===== src/rtl/parking_pkg.sv =====
// Shared constants and FSM encoding for the Smart Parking System stages.
package parking_pkg;

    localparam int unsigned CapacityDefault = 16;
    localparam int unsigned CntWDefault     = 5;
    localparam int unsigned GateHoldDefault = 100;

    typedef enum logic {
        StIdle = 1'b0,
        StOpen = 1'b1
    } state_e;

endpackage


===== src/rtl/edge_detect.sv =====
// Registered rising-edge detector: rise is high while level=1 and the previous sample was 0.
module edge_detect (
    input  logic clk,
    input  logic reset,
    input  logic level,
    output logic rise
);

    logic prev_q, prev_d;

    // Next-state for the previous-level register and the edge output.
    always_comb begin
        prev_d = level;
        rise   = level & ~prev_q;
    end

    // Previous-level register, cleared by synchronous reset.
    always_ff @(posedge clk) begin
        if (reset) begin
            prev_q <= 1'b0;
        end else begin
            prev_q <= prev_d;
        end
    end

endmodule


===== src/rtl/parking_occupancy_ctrl.sv =====
// Occupancy counter and barrier controller for the parking lot.
// Optional sticky error output enabled by defining PARKING_ERR_EN.
module parking_occupancy_ctrl
    import parking_pkg::*;
#(
    parameter int unsigned CAPACITY  = CapacityDefault,
    parameter int unsigned CNT_W     = CntWDefault,
    parameter int unsigned GATE_HOLD = GateHoldDefault
) (
    input  logic             clk,
    input  logic             reset,
    input  logic             entry_sensor,
    input  logic             exit_sensor,
    output logic [CNT_W-1:0] occupancy,
    output logic [CNT_W-1:0] free_spots,
    output logic             full,
    output logic             empty,
    output logic             gate_open,
    output logic             entry_pulse,
    output logic             exit_pulse,
    output logic             denied
`ifdef PARKING_ERR_EN
    ,
    output logic             err
`endif
);

    localparam int unsigned      TimerW   = (GATE_HOLD > 1) ? $clog2(GATE_HOLD) : 1;
    localparam logic [CNT_W-1:0] Cap      = CNT_W'(CAPACITY);
    localparam logic [TimerW-1:0] HoldLoad = TimerW'(GATE_HOLD - 1);

    logic rise_in, rise_out;
    logic exit_req, entry_req;

    state_e            state_q, state_d;
    logic [TimerW-1:0] timer_q, timer_d;
    logic [CNT_W-1:0]  occ_q, occ_d, free_q, free_d;
    logic              full_q, full_d, empty_q, empty_d;
    logic              pend_in_q, pend_in_d, pend_out_q, pend_out_d;
    logic              entry_pulse_q, entry_pulse_d, exit_pulse_q, exit_pulse_d;
    logic              denied_q, denied_d;

    edge_detect u_entry_edge (
        .clk   (clk),
        .reset (reset),
        .level (entry_sensor),
        .rise  (rise_in)
    );

    edge_detect u_exit_edge (
        .clk   (clk),
        .reset (reset),
        .level (exit_sensor),
        .rise  (rise_out)
    );

    assign exit_req  = rise_out | pend_out_q;
    assign entry_req = rise_in | pend_in_q;

    // FSM next-state: serve one request per IDLE cycle (exit first), latch edges while open.
    always_comb begin
        state_d       = state_q;
        timer_d       = timer_q;
        occ_d         = occ_q;
        pend_in_d     = pend_in_q;
        pend_out_d    = pend_out_q;
        entry_pulse_d = 1'b0;
        exit_pulse_d  = 1'b0;
        denied_d      = 1'b0;
        unique case (state_q)
            StIdle: begin
                if (exit_req) begin
                    if (!empty_q) begin
                        occ_d        = occ_q - 1'b1;
                        exit_pulse_d = 1'b1;
                        state_d      = StOpen;
                        timer_d      = HoldLoad;
                    end
                    // A fresh edge arriving alongside a consumed pending request stays pending.
                    pend_out_d = pend_out_q & rise_out;
                    if (rise_in) begin
                        pend_in_d = 1'b1;
                    end
                end else if (entry_req) begin
                    if (!full_q) begin
                        occ_d         = occ_q + 1'b1;
                        entry_pulse_d = 1'b1;
                        state_d       = StOpen;
                        timer_d       = HoldLoad;
                    end else begin
                        denied_d = 1'b1;
                    end
                    pend_in_d = pend_in_q & rise_in;
                end
            end
            StOpen: begin
                if (rise_in) begin
                    pend_in_d = 1'b1;
                end
                if (rise_out) begin
                    pend_out_d = 1'b1;
                end
                if (timer_q == '0) begin
                    state_d = StIdle;
                end else begin
                    timer_d = timer_q - 1'b1;
                end
            end
            default: state_d = StIdle;
        endcase
        free_d  = Cap - occ_d;
        full_d  = (occ_d == Cap);
        empty_d = (occ_d == '0);
    end

    // State, counters, flags and output pulses.
    always_ff @(posedge clk) begin
        if (reset) begin
            state_q       <= StIdle;
            timer_q       <= '0;
            occ_q         <= '0;
            free_q        <= Cap;
            full_q        <= 1'b0;
            empty_q       <= 1'b1;
            pend_in_q     <= 1'b0;
            pend_out_q    <= 1'b0;
            entry_pulse_q <= 1'b0;
            exit_pulse_q  <= 1'b0;
            denied_q      <= 1'b0;
        end else begin
            state_q       <= state_d;
            timer_q       <= timer_d;
            occ_q         <= occ_d;
            free_q        <= free_d;
            full_q        <= full_d;
            empty_q       <= empty_d;
            pend_in_q     <= pend_in_d;
            pend_out_q    <= pend_out_d;
            entry_pulse_q <= entry_pulse_d;
            exit_pulse_q  <= exit_pulse_d;
            denied_q      <= denied_d;
        end
    end

    assign occupancy   = occ_q;
    assign free_spots  = free_q;
    assign full        = full_q;
    assign empty       = empty_q;
    assign gate_open   = (state_q == StOpen);
    assign entry_pulse = entry_pulse_q;
    assign exit_pulse  = exit_pulse_q;
    assign denied      = denied_q;

`ifdef PARKING_ERR_EN
    logic err_q, err_d, err_set;

    // Sticky error: exit while empty, or an edge dropped because its pending flag is already set.
    always_comb begin
        err_set = ((state_q == StIdle) && exit_req && empty_q)
                || (rise_in && pend_in_q && ((state_q == StOpen) || exit_req))
                || (rise_out && pend_out_q && (state_q == StOpen));
        err_d   = err_q | err_set;
    end

    // Error flag register, cleared only by reset.
    always_ff @(posedge clk) begin
        if (reset) begin
            err_q <= 1'b0;
        end else begin
            err_q <= err_d;
        end
    end

    assign err = err_q;
`endif

endmodule


===== config.mk =====
export PLATFORM = sky130hd
export DESIGN_NAME = parking_occupancy_ctrl
export DESIGN_NICKNAME = d
export VERILOG_FILES = /design/src/rtl/parking_pkg.sv /design/src/rtl/edge_detect.sv /design/src/rtl/parking_occupancy_ctrl.sv
export SDC_FILE = /design/constraint.sdc
export NUM_CORES = 1
export LEC_CHECK = 0
export ABC_AREA = 1
export BUFFER_PORTS_ARGS = -buffer_cell sky130_fd_sc_hd__buf_2
export CORE_UTILIZATION = 55
export DETAILED_ROUTE_END_ITERATION = 7
export GPL_ROUTABILITY_DRIVEN = 0
export PLACE_DENSITY = 0.87
export SLEW_MARGIN = 10
export SYNTH_ARGS = -nofsm -noshare
export SYNTH_HDL_FRONTEND = slang
export SYNTH_HIERARCHICAL = 1
export SYNTH_SLANG_ARGS = --single-unit

===== constraint.sdc =====
create_clock -name clk -period 2.5 [get_ports clk]
set_input_delay 0.25 -clock clk [delete_from_list [all_inputs] [get_ports clk]]
set_output_delay 0.25 -clock clk [all_outputs]
set_load 0.02 [all_outputs]

Word-level counts from Yosys, hierarchy flattened --
Cells that the tools add are included.
Word-level totals: flip-flop bits (word level) 27, output and inout bits 16, logic and storage cells 67, bits of input ports 4
Operators by class: bitwise gates (word level) 11, equality and inequality tests 7, mux-type cells 25, reduce and logical (&&, ||, !) cells 7, add/sub/neg operators 4
Operators with widths (count):
- $mux W7 | 5
- $mux W5 | 5
- $pmux W7 S2 | 1
- $mux W1 | 11
- $ne A3 B3 Y1 const B | 3
- $logic_not A7 Y1 | 1
- $sub A7 B1 Y7 const B | 1
- $ne A2 B2 Y1 const B | 3
- $pmux W1 S2 | 3
- $reduce_or A3 Y1 | 2
- $add A5 B1 Y5 const B | 1
- $eq A5 B5 Y1 const B | 1
- $logic_not A5 Y1 | 1
- $not A1 Y1 | 5
- $sub A5 B1 Y5 const B | 1
- $sub A5 B5 Y5 const A | 1
- $and A1 B1 Y1 | 4
- $reduce_and A4 Y1 | 1
- $reduce_or A4 Y1 | 1
- $or A1 B1 Y1 | 2
- $reduce_and A2 Y1 | 1

Longest topological paths before layout --
word-level depth 7, gate-level depth with buffers 16, depth with buffers taken out 16

Modules after synthesis --
Netlist, hierarchy kept.
Modules (own cells, without submodules):
- parking_occupancy_ctrl | area each 1291.2 µm², sequential area each 480.5 µm², cells an instance 181, times used 1
- edge_detect | area each 31.3 µm², sequential area each 20.0 µm², cells an instance 4, times used 2

Worst setup path after synthesis --
Ideal clock, no wire load.
path kind flip-flop to flip-flop, from reg occ_q[0] (netlist: occupancy[0]), to reg empty_q (netlist: empty), clock period less this slack 2071 ps, stages on the path, launching flop included 13, buffers on the path 0, data arrival time 1947 ps, setup time 123 ps, setup slack 429 ps, data required time 2377 ps, path through dfxtp_1 inv_1 ha_1 inv_1 nand2_1 nand3_1 nand2_1 inv_2 ha_1 nand2_1 nor2_1 ha_1 or2_2
On the way: longest elaborated chain between the ends 6, elaborated cells on any way between the ends 8, classes of those cells add/sub (2); mux (5); reduce/logical (1)
Ends and longest elaborated chain:
- start, declared | RTL line parking_occupancy_ctrl.sv:37 | logic [CNT_W-1:0] occ_q, occ_d, free_q, free_d;
- start signal, assigned | RTL line parking_occupancy_ctrl.sv:121 | occ_q <= '0;
- start signal, assigned | RTL line parking_occupancy_ctrl.sv:133 | occ_q <= occ_d;
- $add A5 B1 Y5 | RTL line parking_occupancy_ctrl.sv:86 | occ_d = occ_q + 1'b1;
- $mux W5 | RTL line parking_occupancy_ctrl.sv:85 | if (!full_q) begin
- $mux W5 | RTL line parking_occupancy_ctrl.sv:84 | end else if (entry_req) begin
- $mux W5 | RTL line parking_occupancy_ctrl.sv:72 | if (exit_req) begin
- $mux W5 (*) | RTL line parking_occupancy_ctrl.sv:70 | unique case (state_q)
- $logic_not A5 Y1 (*) | RTL line parking_occupancy_ctrl.sv:113 | empty_d = (occ_d == '0);
- named net empty_d | RTL line parking_occupancy_ctrl.sv:38 | logic full_q, full_d, empty_q, empty_d;
- end signal, assigned | RTL line parking_occupancy_ctrl.sv:136 | empty_q <= empty_d;
- end, declared | RTL line parking_occupancy_ctrl.sv:38
Mark *: on every way through the listed nets, which the timed path passes. The rest lies on a longest branch. A chain may end at the register's enable or synchronous reset.

Final worst setup path --
Same ends and word-level chain as after synthesis.

==> metrics.md <==
| Metric | Value |
|---|---|
| Run status | `complete, no violations` |
| FF-to-FF Start | `occupancy[0]$_SDFF_PP0_` |
| TritonCTS Buffers | `3` |
| TritonCTS clock tree | `yes` |
| Placeable Area | `between 2000 and 2500 um^2` |
| Fillers | `between 200 and 250` |
| Area contributors post-synth | `dfxtp_1, nand2_1, inv_1` |
| Post-route DRC violation count | `0` |
| Global route overflow | `0` |
| Critical path type | `flop to flop` |
| Register area | `around 520 um^2` |
| Fin. Hold Viols | `0` |
| H-tree Lvls | `1` |
| Worst R2R Path Depth | `12` |
| Final core utilization | `65.3%` |
| First-pass GRT wire length | `4220 um` |
| CTS max path bufs | `2` |
| Library cells used by synthesis | `26` |
| WHS Path Cells | `3` |
| Max-slew violations | `0` |
| Vias in the first global route | `1043` |
| Hold Path Class | `input port to flop` |
| Crit-path max FO | `7` |
| Fin crit share | `roughly 85%` |
| Worst-path clk slew | `0.14 ns` |
| Number of flops mapped to enable cells by yosys | `0` |
| Cell count after synthesis | `around 190` |
| Post-CTS Setup Inserts | `0` |
| Yosys top cell area share | `38.4%` |
| Syn Std Cell Area | `1350 um^2` |
| Top FF cell, synth | `dfxtp_1` |
| DRT Pass-1 Iters | `4` |
| RSZ-0062 raised after global routing | `false` |
| Area growth syn-to-layout | `9.80%` |
| Detail Route Antenna Nets | `0` |
| Power density over the cells | `between 900 and 1000 nW/um^2` |
| Required @ worst endpoint | `between 2 and 3 ns` |
| Top-count cell post-synth | `nand2_1` |
| Skew-Pair Late Insertion Delay | `approximately 0.32 ns` |
| Share of flip-flops with an asynchronous set or reset | `0%` |
| Setup crit start kind | `flop` |
| # diodes | `0` |
| Die Span Y | `51.6 um` |
| Post-CTS sizing | `0` |
| Final setup viols | `0` |
| Vias | `approximately 1200` |
| Post-Place Cell Area | `between 1000 and 1500 um^2` |
| Hold-critical path endpoint | `u_exit_edge/prev_q$_SDFF_PP0_` |
| Post-route design area | `1490 um^2` |
| Initial Util | `about three fifths` |
| Skew final | `0.00945 ns` |
| Critical path arrival | `2.33 ns` |
| Tmin final | `roughly 2.1 ns` |
| Pin count of the biggest net entering global routing | `23` |
| Reg2reg end | `empty$_SDFF_PP1_` |
| Syn_nets | `200` |
| Cell taking the most area after synthesis | `dfxtp_1` |
| Seq/Total Area, Yosys | `slightly below 40%` |
| Worst R2R Setup Slack | `between 0.3 and 0.4 ns` |
| Worst Tran Pin Value | `just over 0.4 ns` |
| Footprint of the multi-input gates | `~700 um^2` |
| Worst Setup End Kind | `flop` |
| Post-synth top cells | `nand2_1, dfxtp_1, inv_1, nor2_1, nand3_1` |
| Final setup margin | `roughly 0.38 ns` |
| Num ports | `20` |
| Leakage Power | `approximately 0.00076 uW` |
| Full die area | `2660 um^2` |
| Number of synthesized register bits | `26` |
| Placement Setup Slack | `between 0.4 and 0.5 ns` |
| DRT Wirelength | `2580 um` |
| DP Wirelength | `about 1900 um` |
| Fmax achieved | `about 0.47 GHz` |
| Die span in x | `51.6 um` |
| Slew headroom | `72.6%` |
| WL/cell | `about 11 um` |
| Worst vdd ir | `568 uV` |
| Syn. warnings | `6` |
| Avg Cell Area, Syn | `between 7 and 8 um^2` |
| Max cap viols | `0` |
| Setup TNS Final | `0 ns` |
| Final nets | `220` |
| Sinks on Clock Net | `26` |
| FP Rows | `17` |
| Starting DRT DRC Count | `41` |
| CTS Root Cell | `clkbuf_4` |
| Share of layout cells above drive strength 1 | `a little over a fifth` |
| Initial antenna violation count | `0` |
| Total track usage | `between 20% and 30%` |
| Port bufs | `19` |
| Launch point of the worst hold path | `exit_sensor` |
| CTS Hold Buffers Added | `0` |
| Vias/cell | `5.14` |
## critical path, stage by stage (launching register included)
cell     delay, ns
dfxtp_1       0.48
inv_1         0.13
ha_1          0.31
inv_1         0.04
nand2_1       0.05
nand3_1       0.07
nand2_1       0.11
inv_2         0.05
ha_1          0.22
nand2_1       0.07
nor2_1        0.06
ha_1          0.16
or2_2         0.26
## metrics by stage
step | instances | power, uW | hold WS (ns)
2_1_floorplan | 189 | 1150 | 0.322
3_3_place_gp | 232 | 1290 | 0.452
3_5_place_dp | 232 | 1310 | 0.461
4_1_cts | 235 | 1480 | 0.138
5_1_grt | 235 | 1620 | 0.141
6_report | 235 | 1480 | 0.141
## report_power, final
part           switching, uW  internal [uW]  leakage (uW)
sequential              69.0            508      0.000215
combinational            465            260      0.000531
clock                    117           56.4     0.0000138
total                    651            825      0.000759
## logic make-up after synthesis
logic type	count (synthesis)	synth area share, %
compound gates	17	7.21
buf+inv	36	10.4
simple gates	97	33.1
fa+ha+maj	7	6.47
flops	26	38.4
xor+xnor	6	4.44
## flip-flops by register name (all words and copies together) (netlist names)
name                 count
pend_in_q                1
pend_out_q               1
occupancy                5
exit_pulse               1
u_exit_edge/prev_q       1
empty                    1
timer_q                  7
free_spots               4
gate_open                1
entry_pulse              1
denied                   1
full                     1
u_entry_edge/prev_q      1
## cell type report
| class | count | share of cell area (%) |
|---|---|---|
| Multi-Input combinational cell | 127 | 46.6 |
| Sequential cell | 26 | 35.0 |
| Inverter | 32 | 8.08 |
| Timing Repair Buffer | 19 | 6.40 |
| Tap cell | 28 | 2.36 |
| Clock buffer | 3 | 1.52 |
## per-layer routing
layer,up-vias,track usage [%],share of wire (%)
li1,622,-,-
met1,549,26.0,49
met2,32,35.3,45
met3,4,4.39,4.8
met4,0,9.91,1.0
met5,-,0,0
## how the worst max path moves through the flow
stage / from / cells past startpoint / end
2_1_floorplan: occupancy[0]$_SDFF_PP0_ / 12 / empty$_SDFF_PP1_
3_3_place_gp: exit_sensor / 15 / empty$_SDFF_PP1_
3_5_place_dp: exit_sensor / 15 / empty$_SDFF_PP1_
4_1_cts: occupancy[0]$_SDFF_PP0_ / 12 / empty$_SDFF_PP1_
5_1_grt: occupancy[0]$_SDFF_PP0_ / 12 / empty$_SDFF_PP1_
6_report: occupancy[0]$_SDFF_PP0_ / 12 / empty$_SDFF_PP1_
## layout by cell type (no fill, tap or decap), drive strengths merged
master and count:
a21oi 9, buf 19, clkbuf 3, dfxtp 26, ha 7, inv 32, nand2 46, nand3 15
nand4 3, nor2 27, nor3 5, o211ai 1, o21ai 5, o22ai 2, or2 1, xor2 6
Power figures use the tool's default switching activity.
